$ cat config.mk
export PLATFORM = sky130hd
export DESIGN_NAME = accum_datapath_param
export DESIGN_NICKNAME = d
export VERILOG_FILES = /design/src/rtl/accum_datapath_param.sv
export SDC_FILE = /design/constraint.sdc
export NUM_CORES = 1
export LEC_CHECK = 0
export CORE_MARGIN = 2
export CORE_UTILIZATION = 45
export DETAILED_ROUTE_END_ITERATION = 7
export GPL_ROUTABILITY_DRIVEN = 0
export PLACE_DENSITY = 0.77
export SYNTH_ARGS = -nofsm -noshare
export SYNTH_HDL_FRONTEND = slang
export SYNTH_SLANG_ARGS = --single-unit
$ cat constraint.sdc
create_clock -name clk -period 7.1 [get_ports clk]
set_input_delay 1.42 -clock clk [delete_from_list [all_inputs] [get_ports clk]]
set_output_delay 1.42 -clock clk [all_outputs]
set_load 0.01 [all_outputs]
$ cat src/rtl/accum_datapath_param.sv
// Parametrised accumulator datapath: AC, NUM_R registers, Z/C/N flags,
// command sequencer and a req/ack memory port with variable latency.
module accum_datapath_param #(
    parameter int DATA_W = 8,
    parameter int ADDR_W = 16,
    parameter int NUM_R = 4,
    parameter logic [ADDR_W-1:0] RESET_PC = '0
) (
    input  logic                     clk,
    input  logic                     reset,
    input  logic                     cmd_valid,
    output logic                     cmd_ready,
    input  logic [3:0]               cmd_op,
    input  logic [$clog2(NUM_R)-1:0] cmd_rsel,
    output logic                     done,
    output logic                     mem_req,
    output logic                     mem_we,
    output logic [ADDR_W-1:0]        mem_addr,
    output logic [DATA_W-1:0]        mem_wdata,
    input  logic                     mem_ack,
    input  logic [DATA_W-1:0]        mem_rdata,
    output logic [DATA_W-1:0]        opcode,
    output logic                     flag_z,
    output logic                     flag_c,
    output logic                     flag_n,
    output logic [ADDR_W-1:0]        pc_out,
    output logic [DATA_W-1:0]        ac_out
);

    localparam int RSEL_W = $clog2(NUM_R);
    localparam int ABYTES = ADDR_W / DATA_W;
    localparam int CNT_W = $clog2(ABYTES) + 1;

    localparam logic [3:0] OP_FETCH_OP   = 4'd1;
    localparam logic [3:0] OP_FETCH_ADDR = 4'd2;
    localparam logic [3:0] OP_LOAD       = 4'd3;
    localparam logic [3:0] OP_STORE      = 4'd4;
    localparam logic [3:0] OP_MOV_RA     = 4'd5;
    localparam logic [3:0] OP_MOV_AR     = 4'd6;
    localparam logic [3:0] OP_ALU        = 4'd7;
    localparam logic [3:0] OP_JMP        = 4'd8;
    localparam logic [3:0] OP_JMPZ       = 4'd9;

    typedef enum logic [1:0] {
        IDLE,
        MEM,
        EXEC,
        DONE
    } state_t;

    state_t state, state_nxt;

    logic [3:0]        op_q;
    logic [RSEL_W-1:0] rsel_q;
    logic [ADDR_W-1:0] pc;
    logic [ADDR_W-1:0] addr_q;
    logic [ADDR_W-1:0] stage;
    logic [ADDR_W-1:0] addr_shift;
    logic [DATA_W-1:0] ac;
    logic [DATA_W-1:0] ir;
    logic [DATA_W-1:0] regs [NUM_R];
    logic [DATA_W-1:0] r_sel;
    logic [CNT_W-1:0]  cnt;
    logic              fz, fc, fn;
    logic              accept;
    logic              is_mem_cmd;
    logic              fetch_last;
    logic              last_ack;

    logic [DATA_W:0]   sum;
    logic [DATA_W-1:0] alu_res;
    logic              alu_c;

    assign accept     = cmd_valid && cmd_ready;
    assign is_mem_cmd = (cmd_op >= OP_FETCH_OP) && (cmd_op <= OP_STORE);
    assign fetch_last = (cnt == CNT_W'(ABYTES - 1));
    assign last_ack   = mem_ack && ((op_q != OP_FETCH_ADDR) || fetch_last);
    assign r_sel      = regs[rsel_q];

    // Address bytes arrive MSB first and are shifted in from the bottom.
    assign addr_shift = (stage << DATA_W) | ADDR_W'(mem_rdata);

    always_ff @(posedge clk) begin
        if (!reset) begin
            state <= IDLE;
        end else begin
            state <= state_nxt;
        end
    end

    always_comb begin
        state_nxt = state;
        case (state)
            IDLE: begin
                if (accept) begin
                    state_nxt = is_mem_cmd ? MEM : EXEC;
                end
            end
            MEM: begin
                if (last_ack) begin
                    state_nxt = DONE;
                end
            end
            EXEC:    state_nxt = DONE;
            DONE:    state_nxt = IDLE;
            default: state_nxt = IDLE;
        endcase
    end

    always_comb begin
        cmd_ready = (state == IDLE);
        done      = (state == DONE);
        mem_req   = (state == MEM);
        mem_we    = (state == MEM) && (op_q == OP_STORE);
    end

    assign mem_addr  = ((op_q == OP_FETCH_OP) || (op_q == OP_FETCH_ADDR))
                       ? pc : addr_q;
    assign mem_wdata = ac;
    assign opcode    = ir;
    assign flag_z    = fz;
    assign flag_c    = fc;
    assign flag_n    = fn;
    assign pc_out    = pc;
    assign ac_out    = ac;

    always_comb begin
        sum     = '0;
        alu_res = ac;
        alu_c   = fc;
        case (ir[2:0])
            3'd0: begin
                sum     = {1'b0, ac} + {1'b0, r_sel};
                alu_res = sum[DATA_W-1:0];
                alu_c   = sum[DATA_W];
            end
            3'd1: begin
                alu_res = ac - r_sel;
                alu_c   = (ac < r_sel);
            end
            3'd2: alu_res = ac & r_sel;
            3'd3: alu_res = ac | r_sel;
            3'd4: alu_res = ac ^ r_sel;
            3'd5: alu_res = ~ac;
            3'd6: begin
                sum     = {1'b0, ac} + (DATA_W + 1)'(1);
                alu_res = sum[DATA_W-1:0];
                alu_c   = sum[DATA_W];
            end
            default: alu_res = '0;
        endcase
    end

    always_ff @(posedge clk) begin
        if (!reset) begin
            op_q   <= '0;
            rsel_q <= '0;
            pc     <= RESET_PC;
            addr_q <= '0;
            stage  <= '0;
            ac     <= '0;
            ir     <= '0;
            cnt    <= '0;
            fz     <= 1'b1;
            fc     <= 1'b0;
            fn     <= 1'b0;
            for (int i = 0; i < NUM_R; i++) begin
                regs[i] <= '0;
            end
        end else begin
            if (accept) begin
                op_q   <= cmd_op;
                rsel_q <= cmd_rsel;
                cnt    <= '0;
            end
            if ((state == MEM) && mem_ack) begin
                case (op_q)
                    OP_FETCH_OP: begin
                        ir <= mem_rdata;
                        pc <= pc + ADDR_W'(1);
                    end
                    OP_FETCH_ADDR: begin
                        pc    <= pc + ADDR_W'(1);
                        cnt   <= cnt + CNT_W'(1);
                        stage <= addr_shift;
                        if (fetch_last) begin
                            addr_q <= addr_shift;
                        end
                    end
                    OP_LOAD: begin
                        ac <= mem_rdata;
                        fz <= (mem_rdata == '0);
                        fn <= mem_rdata[DATA_W-1];
                    end
                    default: ;
                endcase
            end
            if (state == EXEC) begin
                case (op_q)
                    OP_MOV_RA: regs[rsel_q] <= ac;
                    OP_MOV_AR: begin
                        ac <= r_sel;
                        fz <= (r_sel == '0);
                        fn <= r_sel[DATA_W-1];
                    end
                    OP_ALU: begin
                        ac <= alu_res;
                        fc <= alu_c;
                        fz <= (alu_res == '0);
                        fn <= alu_res[DATA_W-1];
                    end
                    OP_JMP: pc <= addr_q;
                    OP_JMPZ: begin
                        if (fz) begin
                            pc <= addr_q;
                        end
                    end
                    default: ;
                endcase
            end
        end
    end

endmodule

Yosys cells after proc, flatten, opt, wreduce, memory -nomap -nowiden
Memory sizes are Yosys's and may differ from the RTL's. A register that Yosys moved wholly into a read port is not among the register bits.
Cells that the tools add are included.
Word-level totals
  register bits: 69
  memory bits (writable): 32
  input port bits: 18
  output and inout port bits: 63
  logic and storage cells: 105
  memories kept: 1
Cells by class
  add/sub/neg operators: 5
  order comparisons: 3
  equal/unequal tests: 22
  multiplexer cells: 37
  bitwise gates (word level): 5
  reduce and logical (&&, ||, !) cells: 20
Memory list
  regs: words 4, bits a word 8, rd ports 1, clocked after memory_dff 1, write ports 4, line 61  | logic [DATA_W-1:0] regs [NUM_R];
Operators by type and width (count)
  16-bit 2-to-1 mux: 5
  8-bit one-hot mux with 7 select lines: 1
  8-bit 2-to-1 mux: 4
  16-bit one-hot mux with 2 select lines: 1
  8-bit zero test: 3
  2-bit 2-to-1 mux: 9
  16-bit by 1-bit adder with 16-bit output (second input constant): 1
  4-bit by 3-bit equality test with 1-bit output (second input constant): 4
  16-bit by 8-bit bitwise OR with 16-bit output: 1
  8-bit one-hot mux with 2 select lines: 1
  1-bit 2-to-1 mux: 12
  8-bit by 1-bit adder with 9-bit output (second input constant): 1
  8-bit by 8-bit adder with 9-bit output: 1
  3-bit equality test (second input constant): 3
  8-bit AND: 1
  4-bit by 2-bit equality test with 1-bit output (second input constant): 2
  4-bit equality test (second input constant): 2
  8-bit less-than comparator: 1
  8-bit NOT: 1
  8-bit bitwise OR: 1
  2-bit one-hot mux with 4 select lines: 1
  8-bit OR reduction: 1
  8-bit subtractor: 1
  8-bit XOR: 1
  other kinds (20): 33

Logic depth before layout (Yosys ltp)
  depth in word-level cells: 7
  mapped depth: 12

Worst setup path before layout
No wires, ideal clock.
  kind: flip-flop to output port
  start: reg op_q[1]
  end: out mem_addr[10]
  data arrival time: 1.656 ns
  required time: 5.680 ns
  slack: 4.024 ns
  stages on the path, launching flop included: 7
  path through: dfxtp_1 buf_2 xnor2_1 or3_1 clkbuf_1 buf_2 mux2_2
On the way
  longest elaborated chain between the ends: 3
  elaborated cells on any way between the ends: 4
  those cells by class: eq/ne: 2; mux: 1; reduce/logical: 1
Ends and longest elaborated chain
  start, declared: line 53  | logic [3:0] op_q;
  start signal, assigned: line 172  | op_q <= cmd_op;
  4-bit by 1-bit equality test with 1-bit output or 4-bit by 2-bit equality test with 1-bit output (tied branches): line 117  | assign mem_addr = ((op_q == OP_FETCH_OP) || (op_q == OP_FETCH_ADDR))
  1-bit logical OR *: line 117
  16-bit 2-to-1 mux *: line 118  | ? pc : addr_q;
  end, declared: line 18  | output logic [ADDR_W-1:0] mem_addr,
Every way passes the cells marked *; elsewhere a longest branch is shown, timed or not.

Final worst setup path
  start: reg op_q[1]
  end: out mem_addr[1]
The elaborated chain is that of the path after synthesis.

==> flow_summary.toml <==
[grt]
busiest_layer = "met2"
grt_pass1_wl_um = 26190
grt_pass1_vias = 5159
grt-ovfl-total = 0
antenna_found_initial = 0
grt_use_met2_pct = 36.06
met1_usage_pct = 29.79
grtUsageTotal_pct = 22.35
met3_usage_pct = 4.182
grt_max_degree = 66

[final_layout]
layout-drive-gt1-share_pct = 7.713
finalNetCount = 786
n_antenna_cell = 0
area_growth_syn_to_layout_pct = 17.86
utilization_pct = 54.47

[worst_setup_path]
cp_max_fo = 16
max_stage_delay_ns = 0.62
cp-end-kind = "output pin"
cp.arrival_ns = 2.67
cp_cell_sequence = "xnor2_1, or3_1, mux2_2, clkdlybuf4s50_1"
critPathLaunchType = "register"
crit_buf_inv = 1
crit_path_top_delay_cell = "or3_1"
critPathKind = "register to output pin"
critPathTopFamily = "simple AND/OR/NAND/NOR gates"
crit_required_ns = 5.68

[floorplanning]
dieHeight_um = 120.9
rows = 42
core_area_um2 = 13300
dieArea_um2 = 14610
die_w_um = 120.9
io_pins = 81
initial_core_util_pct = 46.22

[detailed_routing]
via_per_inst = 5.909
routed_wl_um = 16470
vias = 5407
drt_iter0_drc = 519
drtPass1Iterations = 8
remaining_drc_errors = 0
ant_nets = 0
post_drt_wl_per_cell_um = 18.00

[logic_synthesis]
ys_warn_count = 0
yosys_most_used_dff = "dfxtp_1"
synthDistinctLibCells = 63
async_reset_ff_share_pct = 0
synth_seq_area_share_pct = 38.77
synth_area_per_cell_um2 = 8.918
synth.top_cell.area_share_pct = 23.13
ys_ff_latch = 103
ys_top_cells_by_area = "dfxtp_1, edfxtp_1, ha_1"
synthTopCellsByCount = "nand2_1, dfxtp_1, nor2_1, a21oi_1"
synth_edf_count = 32
yosysTopAreaCell = "dfxtp_1"
synthMostInstantiatedCell = "nand2_1"
syn_inst = 689
synth_area_um2 = 6145
syn_nets = 741

[cts]
clockBufferDepth = 2
clock_sinks = 103
cts_root_buf = "clkbuf_16"
tritoncts = "done"
cts_setup_buffers = 0
numCtsBuffers = 9
clk_pin_slew_ns = 0.07
cts_resized = 0
clk_latency_ns = 0.35
ctsHtreeMaxLevel = 3
hold_buffers = 0

[run_status]
status = "finished, final reports clean"

[worst_hold_path]
hold_path_class = "register to register"

[power_and_ir_drop]
p_clk_share_pct = 31.7
p_sw_share_pct = 30.13
vdd_drop_max_v = 0.0001549
p_sw_w = 0.0004476
power_density_nw_per_um2 = 205.1
power.total_w = 0.001485
pwr-share-seq_pct = 45.7
p_comb_share_pct = 22.6
p_int_w = 0.001038
p_leak_nw = 2.569

[timing]
setup_viol = 0
finalCritPeriodShare_pct = 57.61
fin_crit_ns = 4.090
slew_violations = 0
maxSlewHeadroom_pct = 21.54
final-hold-violation-count = 0
worst_slew_pin_slew_ns = 1.167
rsz0062_at_grt = "no"
clock_skew_ns = 0.007084
final.setup.tns_ns = 0
fmax_mhz = 244.5

[flow_run]
maxCapViolations = 0

[placement]
hpwlAfterDp_um = 12060
port_buffers = 80
==> stage by stage <==
stage / hold slack [ns] / area, µm² / setup slack (ns) / instances
after global routing: 0.4728 / 7242 / 2.873 / 915
after floorplan: 0.4321 / 6145 / 4.024 / 689
after CTS: 0.4578 / 7242 / 3.004 / 915
after detailed placement: 0.4486 / 6962 / 3.078 / 899
final: 0.4560 / 7242 / 3.010 / 915
after global placement: 0.4379 / 6962 / 3.256 / 899
==> tightest hold or removal path: stages, from the launching register on <==
cell and delay [ns]:
dfxtp_1 0.31, nand2_1 0.05, a21oi_1 0.05
==> cell families (layout without fill, tap and decap cells) <==
| kind of cell | after synthesis | after routing | synth area share [%] |
|---|---|---|---|
| DFF | 103 | 103 | 38.77 |
| adders and majority gates | 34 | 34 | 7.168 |
| buffers and inverters | 76 | 126 | 5.376 |
| muxes | 40 | 40 | 8.898 |
| AOI/OAI and AO/OA | 140 | 140 | 15.35 |
| xor gates and xnor gates | 23 | 23 | 3.278 |
| and+or+nand+nor | 273 | 273 | 21.16 |
==> cell usage in the layout, fill, tap and decap left out, drive strengths merged, types with 16 or more instances in the layout <==
cell type / netlist / routed
ha: 32 / 32
inv: 28 / 30
and2: 17 / 17
dfxtp: 71 / 71
nor4: 16 / 16
edfxtp: 32 / 32
nor2: 72 / 72
nand3: 23 / 23
o21ai: 17 / 17
a211oi: 16 / 16
clkdlybuf4s50: 0 / 80
mux2: 17 / 17
nand2: 93 / 93
a21oi: 50 / 50
==> per-layer routing <==
layer / up-vias / wire [µm]
met5: - / 0
met4: 0 / 391
met3: 35 / 1296
met2: 260 / 7817
met1: 2552 / 6967
li1: 2560 / -
==> final cells by class <==
type	count	area, µm²
clock buffers	13	254.0
clock inverters	3	26.28
fillers	1123	6053
inverters	28	105.1
multi-input cells	510	3438
flip-flops and latches	103	2382
well taps	176	220.2
repair buffers	82	815.8
==> state kept, by name (all words and copies together) (netlist names), named ones only <==
signal and cells:
ac_out 8, addr_q 16, cnt 2, flag_c 1, flag_n 1, flag_z 1
op_q 4, opcode 8, pc_out 16, regs 32, rsel_q 2, stage 8
state 2
==> power by group through the flow <==
stage               clock network [W]  logic, W  registers (W)
global placement                    0  0.000317       0.000688
detailed placement                  0  0.000329       0.000691
global route                 0.000499  0.000365       0.000684
CTS                          0.000477  0.000332       0.000678
finish                       0.000472  0.000336       0.000678
floorplan                           0  0.000242       0.000671
==> worst paths after layout <==
path,start,endpoint,slack (ns),depth (start not counted)
worst max-delay path,op_q[1],mem_addr[1],3.01,4
worst min-delay path,stage[4],addr_q[12],0.46,2
worst max register to register,register,flag_n,3.54,10
worst min register to register,stage[4],addr_q[12],0.46,2
Note: power is estimated with default switching activity, not from simulation.
